<file path="src/rtl/spi_counter_pkg.sv">
// spi_counter_pkg: shared types and helpers for the counter SPI transmitter.
//   DATA_W / FRAME_W : counter width and SPI frame width
//   spi_tx_state_e   : transmitter FSM states
//   pack_frame()     : builds {p, 1'b0, data}. When SPI_COUNTER_TX_PARITY_EN is
//                      defined, p is odd parity over data; otherwise p = 0.
package spi_counter_pkg;
  localparam int DATA_W  = 14;
  localparam int FRAME_W = 16;

  typedef enum logic [2:0] {
    IDLE,
    CS_SETUP,
    SHIFT,
    CS_HOLD,
    GAP
  } spi_tx_state_e;

  function automatic logic [FRAME_W-1:0] pack_frame(input logic [DATA_W-1:0] d);
    logic p;
`ifdef SPI_COUNTER_TX_PARITY_EN
    // Odd parity: {p, d} always holds an odd number of ones.
    p = ~^d;
`else
    p = 1'b0;
`endif
    return {p, 1'b0, d};
  endfunction
endpackage

</file>
<file path="src/rtl/spi_half_tick.sv">
// spi_half_tick: SCLK half-period divider.
//   clk, reset : system clock, async active-high reset
//   clr        : synchronous clear, restarts the count at 0
//   tick       : one-cycle pulse while the count sits at H-1
module spi_half_tick #(
  parameter int H = 2
) (
  input  logic clk,
  input  logic reset,
  input  logic clr,
  output logic tick
);
  localparam int W = (H > 2) ? $clog2(H) : 1;

  logic [W-1:0] cnt;

  assign tick = (cnt == W'(H - 1));

  always_ff @(posedge clk or posedge reset) begin
    if (reset)            cnt <= '0;
    else if (clr || tick) cnt <= '0;
    else                  cnt <= cnt + 1'b1;
  end
endmodule

</file>
<file path="src/rtl/spi_counter_tx.sv">
// spi_counter_tx: SPI mode-0 master sending one 16-bit counter frame per start.
//   CLK_DIV : SCLK half-period H in clk cycles (H >= 2)
//   clk, reset : system clock, async active-high reset
//   start   : transmit request, honoured only in IDLE
//   data    : 14-bit counter value, latched when start is accepted
//   sclk, mosi, cs_n : SPI pins, all registered
//   busy    : frame in progress (setup through inter-frame gap)
//   done    : one-cycle pulse on return to IDLE
// Build option: SPI_COUNTER_TX_PARITY_EN puts odd parity in frame bit 15.
module spi_counter_tx
  import spi_counter_pkg::*;
#(
  parameter int CLK_DIV = 50
) (
  input  logic              clk,
  input  logic              reset,
  input  logic              start,
  input  logic [DATA_W-1:0] data,
  output logic              sclk,
  output logic              mosi,
  output logic              cs_n,
  output logic              busy,
  output logic              done
);
  generate
    if (CLK_DIV < 2) begin : g_bad_div
      $error("spi_counter_tx: CLK_DIV must be >= 2");
    end
  endgenerate

  spi_tx_state_e      state, state_n;
  logic [FRAME_W-1:0] sr, sr_n, frame_w;
  logic [4:0]         bit_cnt, bit_cnt_n;
  logic               sclk_q, sclk_n, mosi_q, mosi_n, cs_q, cs_n_n;
  logic               busy_q, busy_n, done_q, done_n;
  logic               tick, clr;

  assign frame_w = pack_frame(data);
  // Divider restarts on every state change so each state lasts exactly H cycles.
  assign clr     = (state_n != state);

  spi_half_tick #(.H(CLK_DIV)) u_tick (
    .clk   (clk),
    .reset (reset),
    .clr   (clr),
    .tick  (tick)
  );

  // Next-state and next-output logic; outputs are registered from these so
  // every pin changes on the same edge as the state it belongs to.
  always_comb begin
    state_n   = state;
    sr_n      = sr;
    bit_cnt_n = bit_cnt;
    sclk_n    = sclk_q;
    mosi_n    = mosi_q;
    cs_n_n    = cs_q;
    done_n    = 1'b0;
    case (state)
      IDLE: begin
        if (start) begin
          state_n   = CS_SETUP;
          sr_n      = frame_w;
          bit_cnt_n = 5'd15;
          cs_n_n    = 1'b0;
          sclk_n    = 1'b0;
          mosi_n    = frame_w[FRAME_W-1];
        end
      end
      CS_SETUP: begin
        mosi_n = sr[FRAME_W-1];
        if (tick) begin
          state_n = SHIFT;
          sclk_n  = 1'b1;
        end
      end
      SHIFT: begin
        if (tick) begin
          if (sclk_q) begin
            // Falling edge: present the next bit, except after bit 0.
            sclk_n = 1'b0;
            if (bit_cnt != 5'd0) begin
              sr_n   = {sr[FRAME_W-2:0], 1'b0};
              mosi_n = sr[FRAME_W-2];
            end
          end else if (bit_cnt == 5'd0) begin
            state_n = CS_HOLD;
          end else begin
            bit_cnt_n = bit_cnt - 5'd1;
            sclk_n    = 1'b1;
          end
        end
      end
      CS_HOLD: begin
        if (tick) begin
          state_n = GAP;
          cs_n_n  = 1'b1;
          mosi_n  = 1'b0;
        end
      end
      GAP: begin
        if (tick) begin
          state_n = IDLE;
          done_n  = 1'b1;
        end
      end
      default: begin
        state_n = IDLE;
        cs_n_n  = 1'b1;
        sclk_n  = 1'b0;
        mosi_n  = 1'b0;
      end
    endcase
    busy_n = (state_n != IDLE);
  end

  always_ff @(posedge clk or posedge reset) begin
    if (reset) begin
      state   <= IDLE;
      sr      <= '0;
      bit_cnt <= '0;
      sclk_q  <= 1'b0;
      mosi_q  <= 1'b0;
      cs_q    <= 1'b1;
      busy_q  <= 1'b0;
      done_q  <= 1'b0;
    end else begin
      state   <= state_n;
      sr      <= sr_n;
      bit_cnt <= bit_cnt_n;
      sclk_q  <= sclk_n;
      mosi_q  <= mosi_n;
      cs_q    <= cs_n_n;
      busy_q  <= busy_n;
      done_q  <= done_n;
    end
  end

  assign sclk = sclk_q;
  assign mosi = mosi_q;
  assign cs_n = cs_q;
  assign busy = busy_q;
  assign done = done_q;
endmodule

</file>
<file path="config.mk">
export PLATFORM = sky130hd
export DESIGN_NAME = spi_counter_tx
export DESIGN_NICKNAME = d
export VERILOG_FILES = /design/src/rtl/spi_counter_pkg.sv /design/src/rtl/spi_half_tick.sv /design/src/rtl/spi_counter_tx.sv
export SDC_FILE = /design/constraint.sdc
export NUM_CORES = 1
export LEC_CHECK = 0
export ABC_CLOCK_PERIOD_IN_PS = 4100
export BUFFER_PORTS_ARGS = -buffer_cell sky130_fd_sc_hd__buf_2
export CAP_MARGIN = 25
export CORE_ASPECT_RATIO = 1.2
export CORE_MARGIN = 1.5
export CORE_UTILIZATION = 45
export CTS_CLUSTER_SIZE = 25
export DETAILED_ROUTE_END_ITERATION = 10
export GPL_TIMING_DRIVEN = 0
export PLACE_DENSITY_LB_ADDON = 0.08
export SETUP_SLACK_MARGIN = 0.4
export SYNTH_ARGS = -nofsm -noshare
export SYNTH_HDL_FRONTEND = slang
export SYNTH_SLANG_ARGS = --single-unit
</file>
<file path="constraint.sdc">
create_clock -name clk -period 4.1 [get_ports clk]
set_input_delay 0.41 -clock clk [delete_from_list [all_inputs] [get_ports clk]]
set_output_delay 0.41 -clock clk [all_outputs]
set_load 0.02 [all_outputs]
</file>
==> results.json, run 1 <==
{
  "post_cts_resized": 0,
  "insertion_delay_ps": 290,
  "pwr_density_cell_nw_per_um2": 622,
  "placementRows": 26,
  "fill_cells": 390,
  "via_per_inst": 5.52,
  "cts_buffers": 5,
  "htree_levels": 2,
  "setup_viol": 0,
  "maxSlewViolCount": 0,
  "grt_overflow_total": 0,
  "clock_sinks": 35,
  "antenna_left": 0,
  "synth_edf_count": 0,
  "async_flop_share_pct": 100,
  "instances_no_fill": 270,
  "setup_ws_ps": 1900,
  "hold_viol": 0,
  "postLayoutCoreUtil_pct": 54.0,
  "die_area_sq_um": 4820,
  "initial_core_util_pct": 46.6,
  "clock.fmax_ghz": 0.455,
  "core-area_sq_um": 4260,
  "critPathSlowestCell": "nor4b_1",
  "layout-drive-gt1-share_pct": 35.0,
  "wl_met1_microns": 1760,
  "dieHeight_microns": 75.8,
  "dp_slack_ps": 1930,
  "slowest_delay_ps": 740,
  "ys_types": 54,
  "areaGrowthSynthToFinish_pct": 15.9,
  "grt_start_max_net_pins": 23,
  "worst_slew_pin_slew_ps": 901,
  "ys_seq_elements": 35,
  "dpl.cell_count": 262,
  "dr_wl_met3_microns": 111,
  "routabilityCongestion": 0.832,
  "synthFlopType": "dfrtp_1",
  "outcome": "completed",
  "cts_max_path_buffers": 2,
  "cts_setup_buffers": 0,
  "ys_seq_area_share_pct": 44.1,
  "arrival_ps": 2380,
  "top_layer_used": "met4",
  "ys_warn_count": 0,
  "drt_iter0_markers": 54,
  "cts_hold_buffers": 0,
  "rsz0062_at_grt": "no",
  "nNetsFinal": 234,
  "clk_pin_slew_ps": 80,
  "p_leak_nw": 1.01,
  "maxCapViolations": 0,
  "vdd_ir_drop_max_uv": 326,
  "ios": 22,
  "crit_path_start_kind": "flip-flop",
  "die_w_microns": 63.7,
  "grt_use_total_pct": 19.6,
  "criticalPathCategory": "reg2reg",
  "cp-end-kind": "flip-flop",
  "syn_area_sq_um": 1990,
  "max_slew_margin_pct": 39.1,
  "critPathMaxFanout": 5,
  "portBuffers": 21,
  "worstPathCellList": "inv_1 > ha_1 > nor4b_1 > o311a_2 > a2111oi_2 > a211o_1",
  "syn-num-nets": 205,
  "hold_class": "in2async",
  "wirelength_microns": 4180,
  "critPathBufInv": 1,
  "cp_top_family": "simple AND/OR/NAND/NOR gates",
  "grt_antenna_before_repair": 0,
  "syn_area_per_cell_sq_um": 10.8,
  "tns_ps": 0,
  "period_needed_ps": 2200,
  "skew_ps": 6.61,
  "dr_wl_met2_microns": 2250,
  "hpwl_microns": 3140,
  "clock-root-buffer": "clkbuf_8",
  "antennaDiodeCount": 0,
  "syn_inst": 184,
  "drcViolationCount": 0,
  "required_ps": 4280,
  "grt_pass1_wl_microns": 7200,
  "dr.pass1.iters": 4,
  "period_share_pct": 53.6,
  "grt_pass1_vias": 1459,
  "cts_tree": "done",
  "num_vias": 1490,
  "wl_per_cell_microns": 15.5
}
cell type report:
class,count,area (sq um),area share [%]
flip-flops and latches,35,877,38.1
clock inverters,3,43.8,1.90
well taps,56,70.1,3.04
multi-input cells,131,1030,44.6
plain buffers,7,41.3,1.79
clock buffers,5,68.8,2.99
inverters,11,41.3,1.79
repair buffers,22,133,5.76
metrics by stage:
| step | instance area (sq um) | power [mW] | hold slack (ps) |
|---|---|---|---|
| floorplan | 1990 | 0.992 | 461 |
| global placement | 2160 | 1.09 | 476 |
| detailed placement | 2190 | 1.13 | 488 |
| CTS | 2300 | 1.45 | 199 |
| global route | 2300 | 1.54 | 242 |
| finish | 2300 | 1.43 | 177 |
where the power goes:
| part | internal (mW) | total (mW) | leakage (nW) | switching [mW] |
|---|---|---|---|---|
| clock network | 0.181 | 0.317 | 0.0581 | 0.136 |
| logic | 0.274 | 0.525 | 0.540 | 0.250 |
| registers | 0.485 | 0.591 | 0.412 | 0.106 |
| total | 0.941 | 1.43 | 1.01 | 0.492 |
cells in the final DEF, fill, tap and decap left out, types with 2 or more instances in the layout:
cell type,count
dfrtp_1,34
buf_2,24
nor2_1,20
mux2_2,19
inv_1,11
nand2_1,10
mux2_4,8
nor3_1,5
clkbuf_8,5
nor4_1,4
a21oi_1,4
nand3_1,4
ha_1,4
nor2b_1,3
a311oi_1,3
o21ai_0,3
xnor2_1,3
a211oi_1,3
clkbuf_1,2
or2_2,2
nand2b_1,2
or2_4,2
mux2i_1,2
xor2_1,2
synthesized netlist by cell type (2+ instances only):
cell / number / area [sq um]
inv_1: 11 / 41.3
mux2_4: 8 / 120
nor2_1: 20 / 75.1
nand3_1: 4 / 20.0
nor3_1: 5 / 25.0
nor4_1: 4 / 25.0
or2_2: 2 / 12.5
xor2_1: 2 / 17.5
nand2_1: 10 / 37.5
o21ai_0: 3 / 15.0
mux2_2: 19 / 214
dfrtp_1: 34 / 851
a21oi_1: 4 / 20.0
buf_2: 3 / 15.0
mux2i_1: 2 / 20.0
or2_4: 2 / 17.5
nand2b_1: 2 / 12.5
a311oi_1: 3 / 26.3
a211oi_1: 3 / 22.5
xnor2_1: 3 / 26.3
ha_1: 4 / 50.1
nor2b_1: 3 / 18.8
clkbuf_1: 2 / 7.51
worst paths after layout:
| kind | to | depth (start not counted) | slack, ps | from |
|---|---|---|---|---|
| max | mosi | 6 | 1900 | bit_cnt[0] |
| min | u_tick.cnt[2] | 2 | 180 | reset |
| max reg2reg | mosi | 6 | 1900 | bit_cnt[0] |
| min reg2reg | u_tick.cnt[0] | 1 | 490 | u_tick.cnt[0] |
| max in group asynchronous | cs_n | 3 | 3330 | reset |
| min in group clk | sr[2] | 3 | 470 | data[2] |
sequential cells by signal (all words and copies together), names as in the netlist:
register    count
mosi            1
bit_cnt         5
state           3
sr             16
done            1
busy            1
sclk            1
cs_n            1
u_tick.cnt      6
logic make-up (layout without fill, tap and decap cells):
group	after synthesis	after routing	synth area share, %
buffers and inverters	18	48	4.16
muxes	29	29	17.8
xor gates and xnor gates	5	5	2.20
AOI/OAI and AO/OA	28	28	11.5
and+or+nand+nor	65	65	17.7
adders and majority gates	4	4	2.52
DFF	35	35	44.1
layer usage:
layer,vias to the layer above,track usage (%)
li1,721,-
met1,734,23.1
met2,30,35.6
met3,5,4.14
met4,0,7.49
met5,-,0
Note: power is estimated with default switching activity, not from simulation.
==> run 2, diff against run 1 <==
- ABC_CLOCK_PERIOD_IN_PS: 4100 -> 1900
- clock period: 4.1 -> 1.9 ns (I/O delays scaled with it)
==> run 2 against run 1 <==
Final cell count grew 8.5%; cell area is 18% higher; sequential power rose by 110%; routed wire length is 15% higher; clock power rose by 120%; critical path depth is 1 higher; count of clock-buffer cells in the layout unchanged; maximum frequency rose by 16%; largest power group is now combinational logic.
==> results.json, run 2 (same netlist as run 1, synthesis figures left out) <==
{
  "worstPathCellList": "inv_1 > ha_2 > nand4_1 > or2_4 > o21ai_4 > buf_8 > mux2_4",
  "antenna_left": 0,
  "core-area_sq_um": 4260,
  "ios": 22,
  "wl_per_cell_microns": 16.4,
  "pwr_density_cell_nw_per_um2": 1280,
  "period_needed_ps": 1900,
  "dpl.cell_count": 262,
  "critPathMaxFanout": 10,
  "mostFrequentLayoutCells": "dfrtp_1, buf_2, buf_4, nor2_1, mux2_4",
  "hold_viol": 0,
  "maxSlewViolCount": 0,
  "clock.fmax_ghz": 0.527,
  "clock_sinks": 35,
  "clock-root-buffer": "clkbuf_8",
  "portBuffers": 21,
  "dr.pass1.iters": 4,
  "insertion_delay_ps": 290,
  "grt_use_total_pct": 20.6,
  "setup_viol": 0,
  "clk_pin_slew_ps": 80,
  "cp_top_family": "simple AND/OR/NAND/NOR gates",
  "wirelength_microns": 4800,
  "outcome": "completed",
  "grt_antenna_before_repair": 0,
  "arrival_ps": 2080,
  "drcViolationCount": 0,
  "max_slew_margin_pct": 62.3,
  "period_share_pct": 99.9,
  "cts_tree": "done",
  "critPathBufInv": 2,
  "dieHeight_microns": 75.8,
  "hold_slack_ps": 253,
  "htree_levels": 2,
  "instances_no_fill": 293,
  "initial_core_util_pct": 46.6,
  "slowest_delay_ps": 390,
  "cts_buffers": 5,
  "crit_path_start_kind": "flip-flop",
  "die_area_sq_um": 4820,
  "ff_latch_area_sq_um": 878,
  "skew_ps": 10.5,
  "antennaDiodeCount": 0,
  "criticalPathCategory": "reg2reg",
  "holdPathStages": 3,
  "required_ps": 2080,
  "final_common_cell": "dfrtp_1",
  "layout-drive-gt1-share_pct": 51.1,
  "cp-end-kind": "flip-flop",
  "postLayoutCoreUtil_pct": 63.6,
  "p_leak_nw": 1.18,
  "grt_overflow_total": 0,
  "nNetsFinal": 257,
  "top_register": "sr",
  "power_mw": 3.47,
  "setup_ws_ps": 0.978,
  "reg2reg_depth": 7,
  "worst-path-stages": 7,
  "cts_max_path_buffers": 2,
  "multi_input_area_sq_um": 1240,
  "hold_class": "in2reg",
  "grt_pass1_wl_microns": 7540,
  "top_regs": "sr (16), u_tick.cnt (6), bit_cnt (5)",
  "drt_iter0_markers": 75,
  "areaGrowthSynthToFinish_pct": 36.5,
  "rsz0062_at_grt": "yes",
  "largest_register_ff_count": 16,
  "hpwl_microns": 2990,
  "die_w_microns": 63.7,
  "routabilityCongestion": 0.852,
  "worst_slew_pin_slew_ps": 565,
  "fill_cells": 353,
  "vdd_ir_drop_max_uv": 822,
  "via_per_inst": 5.54,
  "placementRows": 26,
  "grt_start_max_net_pins": 25,
  "maxCapViolations": 0,
  "num_vias": 1622,
  "critPathSlowestCell": "dfrtp_1",
  "dp_slack_ps": -145,
  "grt_pass1_vias": 1647
}
## run 2: what timing repair did
item | 4_1_cts | 5_1_grt
hold endpoints to repair | 11 | 0
hold buffers | 1 | 0
endpoints found under the setup margin | 30 | 32
gates resized for setup | 15 | 26
pin swaps | 9 | 8
buffers inserted | 18 | 4
cloned | 0 | 0
## run 2: metrics by stage
step	TNS (ps)	cell area [sq um]
after floorplan	0	2010
after global placement	-966	2190
after detailed placement	-1130	2220
after CTS	0	2560
after global routing	-549	2710
final	0	2710
## run 2: worst min-delay path, stage by stage
cell and delay, ps:
buf_2 70, mux2_2 130, mux2_4 130
## run 2: path summary, 6_finish.rpt
check,start,end,slack (ps)
min reg2reg,sr[2],sr[2],510
max,u_tick.cnt[1],sr[9],1
max in group asynchronous,reset,cs_n,820
min in group asynchronous,reset,bit_cnt[1],490
max reg2reg,u_tick.cnt[1],sr[9],1
min,data[7],sr[7],250
## run 2: area by class of cell
| cell class | count | share of cell area, % |
|---|---|---|
| multi-input combinational | 131 | 45.7 |
| clock buffer | 5 | 2.54 |
| tap | 56 | 2.58 |
| buffer | 7 | 1.85 |
| sequential | 35 | 32.4 |
| clock inverter | 3 | 1.62 |
| timing repair buffer | 45 | 11.8 |
| inverter | 11 | 1.52 |
## run 2: where the power goes
group | leakage [nW] | internal [mW] | switching, mW
clock network | 0.0581 | 0.391 | 0.291
logic | 0.706 | 0.809 | 0.709
registers | 0.412 | 1.05 | 0.217
total | 1.18 | 2.25 | 1.22
## run 2: per-layer routing
metal  vias up  GRT usage [%]  part of all wire [%]
met5         -              0                     0
met1       819           23.7                    42
met4         0           8.94                   1.1
li1        766              -                     -
met3         5           4.43                   3.2
met2        32           37.4                    54
